<file path="config.mk">
export PLATFORM = sky130hd
export DESIGN_NAME = stream_in_port
export DESIGN_NICKNAME = d
export VERILOG_FILES = /design/src/rtl/stream_in_port.sv
export SDC_FILE = /design/constraint.sdc
export NUM_CORES = 1
export LEC_CHECK = 0
export CORE_AREA = 5 5 105 107
export CTS_CLUSTER_DIAMETER = 80
export DETAILED_ROUTE_END_ITERATION = 10
export DIE_AREA = 0 0 110 112
export PLACE_DENSITY = 0.76
export SETUP_SLACK_MARGIN = 0.3
export SYNTH_ARGS = -nofsm -noshare
export SYNTH_HDL_FRONTEND = slang
export SYNTH_SLANG_ARGS = --single-unit
</file>
<file path="constraint.sdc">
create_clock -name clock -period 4.5 [get_ports clock]
set_clock_uncertainty 0.2 [all_clocks]
set_input_delay 0.9 -clock clock [delete_from_list [all_inputs] [get_ports clock]]
set_output_delay 0.9 -clock clock [all_outputs]
set_load 0.02 [all_outputs]
</file>
<file path="src/rtl/stream_in_port.sv">
// AXI4-Stream video sink: writes accepted pixels to the VDMA FIFO, checks line/frame geometry
// and emits alignment pulses. Optional statistics counters under `STREAM_IN_STAT_EN.
module stream_in_port #(
  parameter int    DSIZE      = 24,
  parameter string FRAME_SYNC = "OFF"
) (
  input  logic             clock,
  input  logic             rst,
  input  logic [15:0]      hactive,
  input  logic [15:0]      vactive,
  input  logic [DSIZE-1:0] axi_tdata,
  input  logic             axi_tvalid,
  output logic             axi_tready,
  input  logic             axi_tuser,
  input  logic             axi_tlast,
  input  logic             axi_fsync,
  input  logic             fifo_full,
  output logic             wr_en,
  output logic [DSIZE-1:0] wr_data,
  output logic             falign,
  output logic             lalign,
  output logic             ealign,
  output logic             err_line,
`ifdef STREAM_IN_STAT_EN
  input  logic             stat_clr,
  output logic [15:0]      drop_cnt,
  output logic [15:0]      err_cnt,
`endif
  output logic             err_frame
);

  typedef enum logic {IDLE = 1'b0, ACTIVE = 1'b1} state_t;

  localparam bit USE_FSYNC = (FRAME_SYNC == "ON");

  state_t      r_state, w_state_nxt;
  logic [15:0] r_pcnt, w_pcnt_nxt;
  logic [15:0] r_lcnt, w_lcnt_nxt;
  logic [15:0] r_hact, w_hact_nxt;
  logic [15:0] r_vact, w_vact_nxt;
  logic        r_lerr, w_lerr_nxt;
  logic        r_falign, r_lalign, r_ealign, r_err_line, r_err_frame;

  logic        w_acc, w_sof, w_wr, w_line_on;
  logic        w_falign, w_lalign, w_ealign, w_err_line, w_err_frame;
  logic [15:0] w_base, w_lbase, w_hact_cur, w_vact_cur;

  // A beat transfers when tvalid and tready are both high on a rising edge; tready depends
  // only on fifo_full and rst, never on tvalid, so dropped beats drain at the same rate.
  assign axi_tready = ~fifo_full & ~rst;
  assign w_acc      = axi_tvalid & axi_tready;
  assign w_sof      = w_acc & (USE_FSYNC ? axi_fsync : axi_tuser);

  always_comb begin
    w_state_nxt = r_state;
    w_pcnt_nxt  = r_pcnt;
    w_lcnt_nxt  = r_lcnt;
    w_hact_nxt  = r_hact;
    w_vact_nxt  = r_vact;
    w_lerr_nxt  = r_lerr;
    w_wr        = 1'b0;
    w_falign    = 1'b0;
    w_lalign    = 1'b0;
    w_ealign    = 1'b0;
    w_err_line  = 1'b0;
    w_err_frame = 1'b0;
    w_hact_cur  = r_hact;
    w_vact_cur  = r_vact;
    w_base      = r_pcnt;
    w_lbase     = r_lcnt;
    w_line_on   = (r_state == ACTIVE);

    // An SOF restarts counting from the live geometry inputs in either state.
    if (w_sof) begin
      w_err_frame = (r_state == ACTIVE);
      w_hact_nxt  = hactive;
      w_vact_nxt  = vactive;
      w_hact_cur  = hactive;
      w_vact_cur  = vactive;
      w_base      = 16'd0;
      w_lbase     = 16'd0;
      w_lerr_nxt  = 1'b0;
      w_pcnt_nxt  = 16'd0;
      w_lcnt_nxt  = 16'd0;
      w_line_on   = (hactive != 16'd0) && (vactive != 16'd0);
      w_falign    = w_line_on;
      w_state_nxt = w_line_on ? ACTIVE : IDLE;
    end

    if (w_acc && w_line_on) begin
      if (w_base < w_hact_cur) begin
        w_wr       = 1'b1;
        w_pcnt_nxt = w_base + 16'd1;
      end else begin
        w_pcnt_nxt = (w_base == 16'hFFFF) ? w_base : w_base + 16'd1;
        if (!r_lerr) begin
          w_err_line = 1'b1;
          w_lerr_nxt = 1'b1;
        end
      end
      if (axi_tlast) begin
        w_lalign   = 1'b1;
        w_pcnt_nxt = 16'd0;
        w_lcnt_nxt = w_lbase + 16'd1;
        w_lerr_nxt = 1'b0;
        if (({1'b0, w_base} + 17'd1) < {1'b0, w_hact_cur}) w_err_line = 1'b1;
        if (({1'b0, w_lbase} + 17'd1) == {1'b0, w_vact_cur}) begin
          w_ealign    = 1'b1;
          w_state_nxt = IDLE;
        end
      end
    end
  end

  always_ff @(posedge clock) begin
    if (rst) begin
      r_state     <= IDLE;
      r_pcnt      <= 16'd0;
      r_lcnt      <= 16'd0;
      r_hact      <= 16'd0;
      r_vact      <= 16'd0;
      r_lerr      <= 1'b0;
      r_falign    <= 1'b0;
      r_lalign    <= 1'b0;
      r_ealign    <= 1'b0;
      r_err_line  <= 1'b0;
      r_err_frame <= 1'b0;
    end else begin
      r_state     <= w_state_nxt;
      r_pcnt      <= w_pcnt_nxt;
      r_lcnt      <= w_lcnt_nxt;
      r_hact      <= w_hact_nxt;
      r_vact      <= w_vact_nxt;
      r_lerr      <= w_lerr_nxt;
      r_falign    <= w_falign;
      r_lalign    <= w_lalign;
      r_ealign    <= w_ealign;
      r_err_line  <= w_err_line;
      r_err_frame <= w_err_frame;
    end
  end

  assign wr_en     = w_wr;
  assign wr_data   = axi_tdata;
  assign falign    = r_falign;
  assign lalign    = r_lalign;
  assign ealign    = r_ealign;
  assign err_line  = r_err_line;
  assign err_frame = r_err_frame;

`ifdef STREAM_IN_STAT_EN
  logic [15:0] r_drop_cnt, r_err_cnt;
  logic [16:0] w_err_sum;

  // Error pulses are counted from their registered form, so both can land in one cycle.
  assign w_err_sum = {1'b0, r_err_cnt} + {16'd0, r_err_line} + {16'd0, r_err_frame};

  always_ff @(posedge clock) begin
    if (rst || stat_clr) begin
      r_drop_cnt <= 16'd0;
      r_err_cnt  <= 16'd0;
    end else begin
      if (w_acc && !w_wr && r_drop_cnt != 16'hFFFF) r_drop_cnt <= r_drop_cnt + 16'd1;
      r_err_cnt <= w_err_sum[16] ? 16'hFFFF : w_err_sum[15:0];
    end
  end

  assign drop_cnt = r_drop_cnt;
  assign err_cnt  = r_err_cnt;
`endif

endmodule

</file>
==> run_summary.xml <==
<?xml version="1.0" encoding="UTF-8"?>
<metrics>
  <group name="grt">
    <metric name="grt_pass1_vias" unit="">4717</metric>
    <metric name="global_route.usage.total" unit="">0.232</metric>
    <metric name="top_usage_layer" unit="">met2</metric>
    <metric name="pin_count_of_the_biggest_net_entering_global_routing" unit="">44</metric>
    <metric name="met1_usage" unit="">0.267</metric>
    <metric name="met2_usage" unit="">0.392</metric>
    <metric name="global_route_wire_length_before_repair" unit="µm">22500</metric>
    <metric name="antenna_found_initial" unit="">0</metric>
    <metric name="grt-ovfl-total" unit="">0</metric>
    <metric name="grtUsageMet3" unit="">0.0504</metric>
  </group>
  <group name="synth">
    <metric name="ys_seq_area_frac" unit="">0.313</metric>
    <metric name="syn-mean-instance-area" unit="µm²">7.96</metric>
    <metric name="post_synth_edffs" unit="">0</metric>
    <metric name="synthArstFlopShare" unit="">0</metric>
    <metric name="synthesized_instance_count" unit="">570</metric>
    <metric name="count_of_state_elements_after_synthesis" unit="">71</metric>
    <metric name="ys.warnings.count" unit="">0</metric>
    <metric name="synth_nets" unit="">665</metric>
    <metric name="synth_flop_cell" unit="">sky130_fd_sc_hd__dfxtp_1</metric>
    <metric name="synth_cell_type_count" unit="">54</metric>
    <metric name="mappedNetlistArea" unit="µm²">4540</metric>
  </group>
  <group name="cells_and_area">
    <metric name="design_area" unit="µm²">6120</metric>
    <metric name="mostFrequentLayoutCell" unit="">sky130_fd_sc_hd__buf_4</metric>
    <metric name="finish.cell_count_without_fillers" unit="">811</metric>
    <metric name="finalCoreUtilization" unit="">0.609</metric>
    <metric name="most-common-layout-cells" unit="">sky130_fd_sc_hd__buf_4 (92), sky130_fd_sc_hd__dfxtp_1 (71), sky130_fd_sc_hd__nand2_1 (69)</metric>
    <metric name="num-fill-cells" unit="">834</metric>
    <metric name="nets_final" unit="">766</metric>
    <metric name="syn2layout_area_growth" unit="%">34.8</metric>
    <metric name="fraction_of_layout_instances_using_a_drive_strength_above_1" unit="">0.241</metric>
    <metric name="antenna_cells" unit="">0</metric>
  </group>
  <group name="route">
    <metric name="num_vias" unit="">4665</metric>
    <metric name="drt_iter0_markers" unit="">322</metric>
    <metric name="antenna_violating_nets_post_route" unit="">0</metric>
    <metric name="drtPass1Iterations" unit="">5</metric>
    <metric name="drt_drc_violations_left" unit="">0</metric>
    <metric name="vias_per_cell" unit="">5.75</metric>
    <metric name="postRouteWirelength" unit="µm">14300</metric>
    <metric name="routed_wire_length_per_instance" unit="µm">17.7</metric>
  </group>
  <group name="timing">
    <metric name="slew_at_the_pin_with_the_worst_max_slew_slack" unit="ns">0.531</metric>
    <metric name="setup_viol" unit="">0</metric>
    <metric name="final.period_utilization" unit="">0.939</metric>
    <metric name="finalHoldViolations" unit="">0</metric>
    <metric name="maximum_clock_rate" unit="MHz">237</metric>
    <metric name="grt_setup_unrepaired" unit="">true</metric>
    <metric name="worst_slack" unit="ns">0.274</metric>
    <metric name="relSlewSlack" unit="">0.644</metric>
    <metric name="fin_crit" unit="ns">4.23</metric>
    <metric name="final-max-slew-violation-count" unit="">0</metric>
  </group>
  <group name="min_path">
    <metric name="whs_endpoint" unit="">r_lerr$_SDFF_PP0_</metric>
    <metric name="holdCritPathClass" unit="">reg2reg</metric>
    <metric name="worst_hold_path.num_cells" unit="">2</metric>
    <metric name="hold_path_startpoint" unit="">r_lerr$_SDFF_PP0_</metric>
  </group>
  <group name="place">
    <metric name="io_buffers" unit="">44</metric>
    <metric name="hpwl" unit="µm">9950</metric>
    <metric name="postPlaceCellArea" unit="µm²">5480</metric>
    <metric name="gpl.final_weighted_congestion" unit="">0.906</metric>
    <metric name="post-place-cells" unit="">776</metric>
    <metric name="detailedPlace.worstSlack" unit="ns">-0.621</metric>
  </group>
  <group name="floorplan">
    <metric name="fp.dieH" unit="µm">112</metric>
    <metric name="die_width" unit="µm">110</metric>
    <metric name="ioPinCount" unit="">94</metric>
    <metric name="core_area" unit="µm²">10000</metric>
    <metric name="die_area" unit="µm²">12300</metric>
    <metric name="initial_utilization" unit="">0.452</metric>
    <metric name="num_rows" unit="">37</metric>
  </group>
  <group name="pwr">
    <metric name="switching_share" unit="">0.248</metric>
    <metric name="seq_power_share" unit="">0.452</metric>
    <metric name="comb_power_share" unit="">0.153</metric>
    <metric name="share_clk_of_total_power" unit="">0.395</metric>
    <metric name="intPower" unit="mW">1.07</metric>
    <metric name="ir_drop" unit="µV">135</metric>
    <metric name="power_density" unit="nW/µm²">234</metric>
    <metric name="p_total" unit="mW">1.43</metric>
    <metric name="power_switching" unit="µW">355</metric>
    <metric name="power.static_leakage" unit="nW">2.49</metric>
  </group>
  <group name="cts">
    <metric name="clock_tree.root_cell" unit="">sky130_fd_sc_hd__clkbuf_8</metric>
    <metric name="clock_path_buffers" unit="">2</metric>
    <metric name="cts_hold_repair.buffers" unit="">0</metric>
    <metric name="tritoncts.num_buffers" unit="">9</metric>
    <metric name="cts.clk_slew.worst_paths" unit="ns">0.08</metric>
    <metric name="worstSkewPairLatency" unit="ns">0.37</metric>
    <metric name="tritoncts" unit="">yes</metric>
    <metric name="cts.sinks" unit="">71</metric>
    <metric name="cts-htree-levels" unit="">3</metric>
  </group>
  <group name="critical_path">
    <metric name="maximum_fanout_count_along_the_critical_path" unit="">6</metric>
    <metric name="cp_data_arrival_time" unit="ns">3.13</metric>
    <metric name="worstSetupPathType" unit="">in2out</metric>
    <metric name="critical_path.reg2reg.endpoint" unit="">r_pcnt[11]$_SDFF_PP0_</metric>
    <metric name="r2r_worst_path_depth" unit="">13</metric>
    <metric name="timing.critical_path.from_type" unit="">input pin</metric>
    <metric name="reg2reg_setup_slack" unit="ns">1.46</metric>
    <metric name="critical_path.endpoint_type" unit="">primary output</metric>
    <metric name="required_time_at_the_endpoint_of_the_critical_path" unit="ns">3.40</metric>
    <metric name="rr_startpoint" unit="">r_pcnt[4]$_SDFF_PP0_</metric>
  </group>
  <group name="status">
    <metric name="status" unit="">finished, final reports clean</metric>
  </group>
  <group name="flow_run">
    <metric name="max_cap_violations" unit="">0</metric>
  </group>
</metrics>
[area by class of cell]
class / count / area [µm²] / area share
timing repair buffer: 144 / 1270 / 0.207
clock buffer: 11 / 141 / 0.0231
inverter: 15 / 56.3 / 0.00920
multi-input combinational: 430 / 3000 / 0.489
sequential: 71 / 1420 / 0.232
clock inverter: 4 / 70.1 / 0.0114
tap: 136 / 170 / 0.0278
[critical path, cell delays in order]
cell and delay (ns):
sky130_fd_sc_hd__buf_6 0.09, sky130_fd_sc_hd__and4bb_4 0.33, sky130_fd_sc_hd__buf_12 0.13, sky130_fd_sc_hd__buf_12 0.11, sky130_fd_sc_hd__mux2i_2 0.23, sky130_fd_sc_hd__ha_1 0.28, sky130_fd_sc_hd__a21o_1 0.17, sky130_fd_sc_hd__a21o_1 0.21
sky130_fd_sc_hd__a211oi_4 0.29, sky130_fd_sc_hd__nand2_2 0.13, sky130_fd_sc_hd__nor2_4 0.13, sky130_fd_sc_hd__buf_6 0.12
[worst max-delay path by stage]
| stage | to | slack, ns | cells after the start | start |
|---|---|---|---|---|
| 2_1_floorplan | wr_en | 0.31 | 11 | rst |
| 3_3_place_gp | wr_en | -0.53 | 11 | axi_tvalid |
| 3_5_place_dp | wr_en | -0.62 | 11 | fifo_full |
| 4_1_cts | wr_en | 0.30 | 14 | fifo_full |
| 5_1_grt | wr_en | 0.22 | 13 | fifo_full |
| 6_report | wr_en | 0.27 | 12 | fifo_full |
[state kept, by name, indices dropped and copies added, names as in the netlist, 16 cells and up]
register	count
r_lcnt	16
r_vact	16
r_hact	16
r_pcnt	16
[cell usage after synthesis (all sizes together), types with 3 or more instances]
master | count | area (µm²)
a21oi | 43 | 215
nand3 | 22 | 110
a21o | 6 | 45.0
xnor2 | 30 | 263
a311oi | 5 | 43.8
dfxtp | 71 | 1420
nor4 | 13 | 87.6
o21ai | 22 | 110
nand4 | 14 | 87.6
mux2i | 18 | 180
and2 | 10 | 62.6
a41oi | 3 | 26.3
nor2 | 56 | 213
ha | 32 | 400
nand3b | 4 | 30.0
nor3 | 9 | 56.3
xor2 | 11 | 96.3
a31oi | 4 | 25.0
buf | 33 | 219
o311ai | 3 | 26.3
a221oi | 3 | 26.3
a211oi | 6 | 45.0
clkbuf | 21 | 80.1
inv | 15 | 56.3
or3 | 3 | 18.8
o211ai | 6 | 45.0
nand2 | 73 | 274
and3 | 12 | 75.1
[cell families (layout without fill, tap and decap cells)]
family / Yosys count / after routing / synth area share
AO/OA/AOI/OAI: 113 / 113 / 0.158
XOR/XNOR: 41 / 41 / 0.0791
adder cells (fa/ha/maj): 32 / 32 / 0.0882
buffers and inverters: 69 / 174 / 0.0783
flip-flops: 71 / 71 / 0.313
multiplexers: 18 / 18 / 0.0397
AND/OR/NAND/NOR: 226 / 226 / 0.244
[repair_timing]
action / CTS / global route
cloned: 1 / 0
endpoints found under the setup margin: 7 / 3
buffers inserted: 15 / 4
gates resized for setup: 46 / 21
pin swaps: 14 / 12
[power groups by stage]
stage	sequential, mW	clock [mW]	combinational, mW
4_1_cts	0.646	0.569	0.202
3_5_place_dp	0.660	0	0.180
2_1_floorplan	0.658	0	0.115
3_3_place_gp	0.659	0	0.174
6_report	0.646	0.565	0.219
5_1_grt	0.647	0.593	0.232
[per-stage QoR]
step,setup TNS (ns),hold slack (ns)
floorplan,0,0.237
CTS,0,0.263
detailed placement,-1.40,0.252
global placement,-0.930,0.243
finish,0,0.266
global route,0,0.288
[layer usage]
layer  up-vias  wire [µm]
met5         -          0
met4         0        672
met3        62        844
met2       169       7060
met1      2230       5750
li1       2204          -
Power figures use the tool's default switching activity.
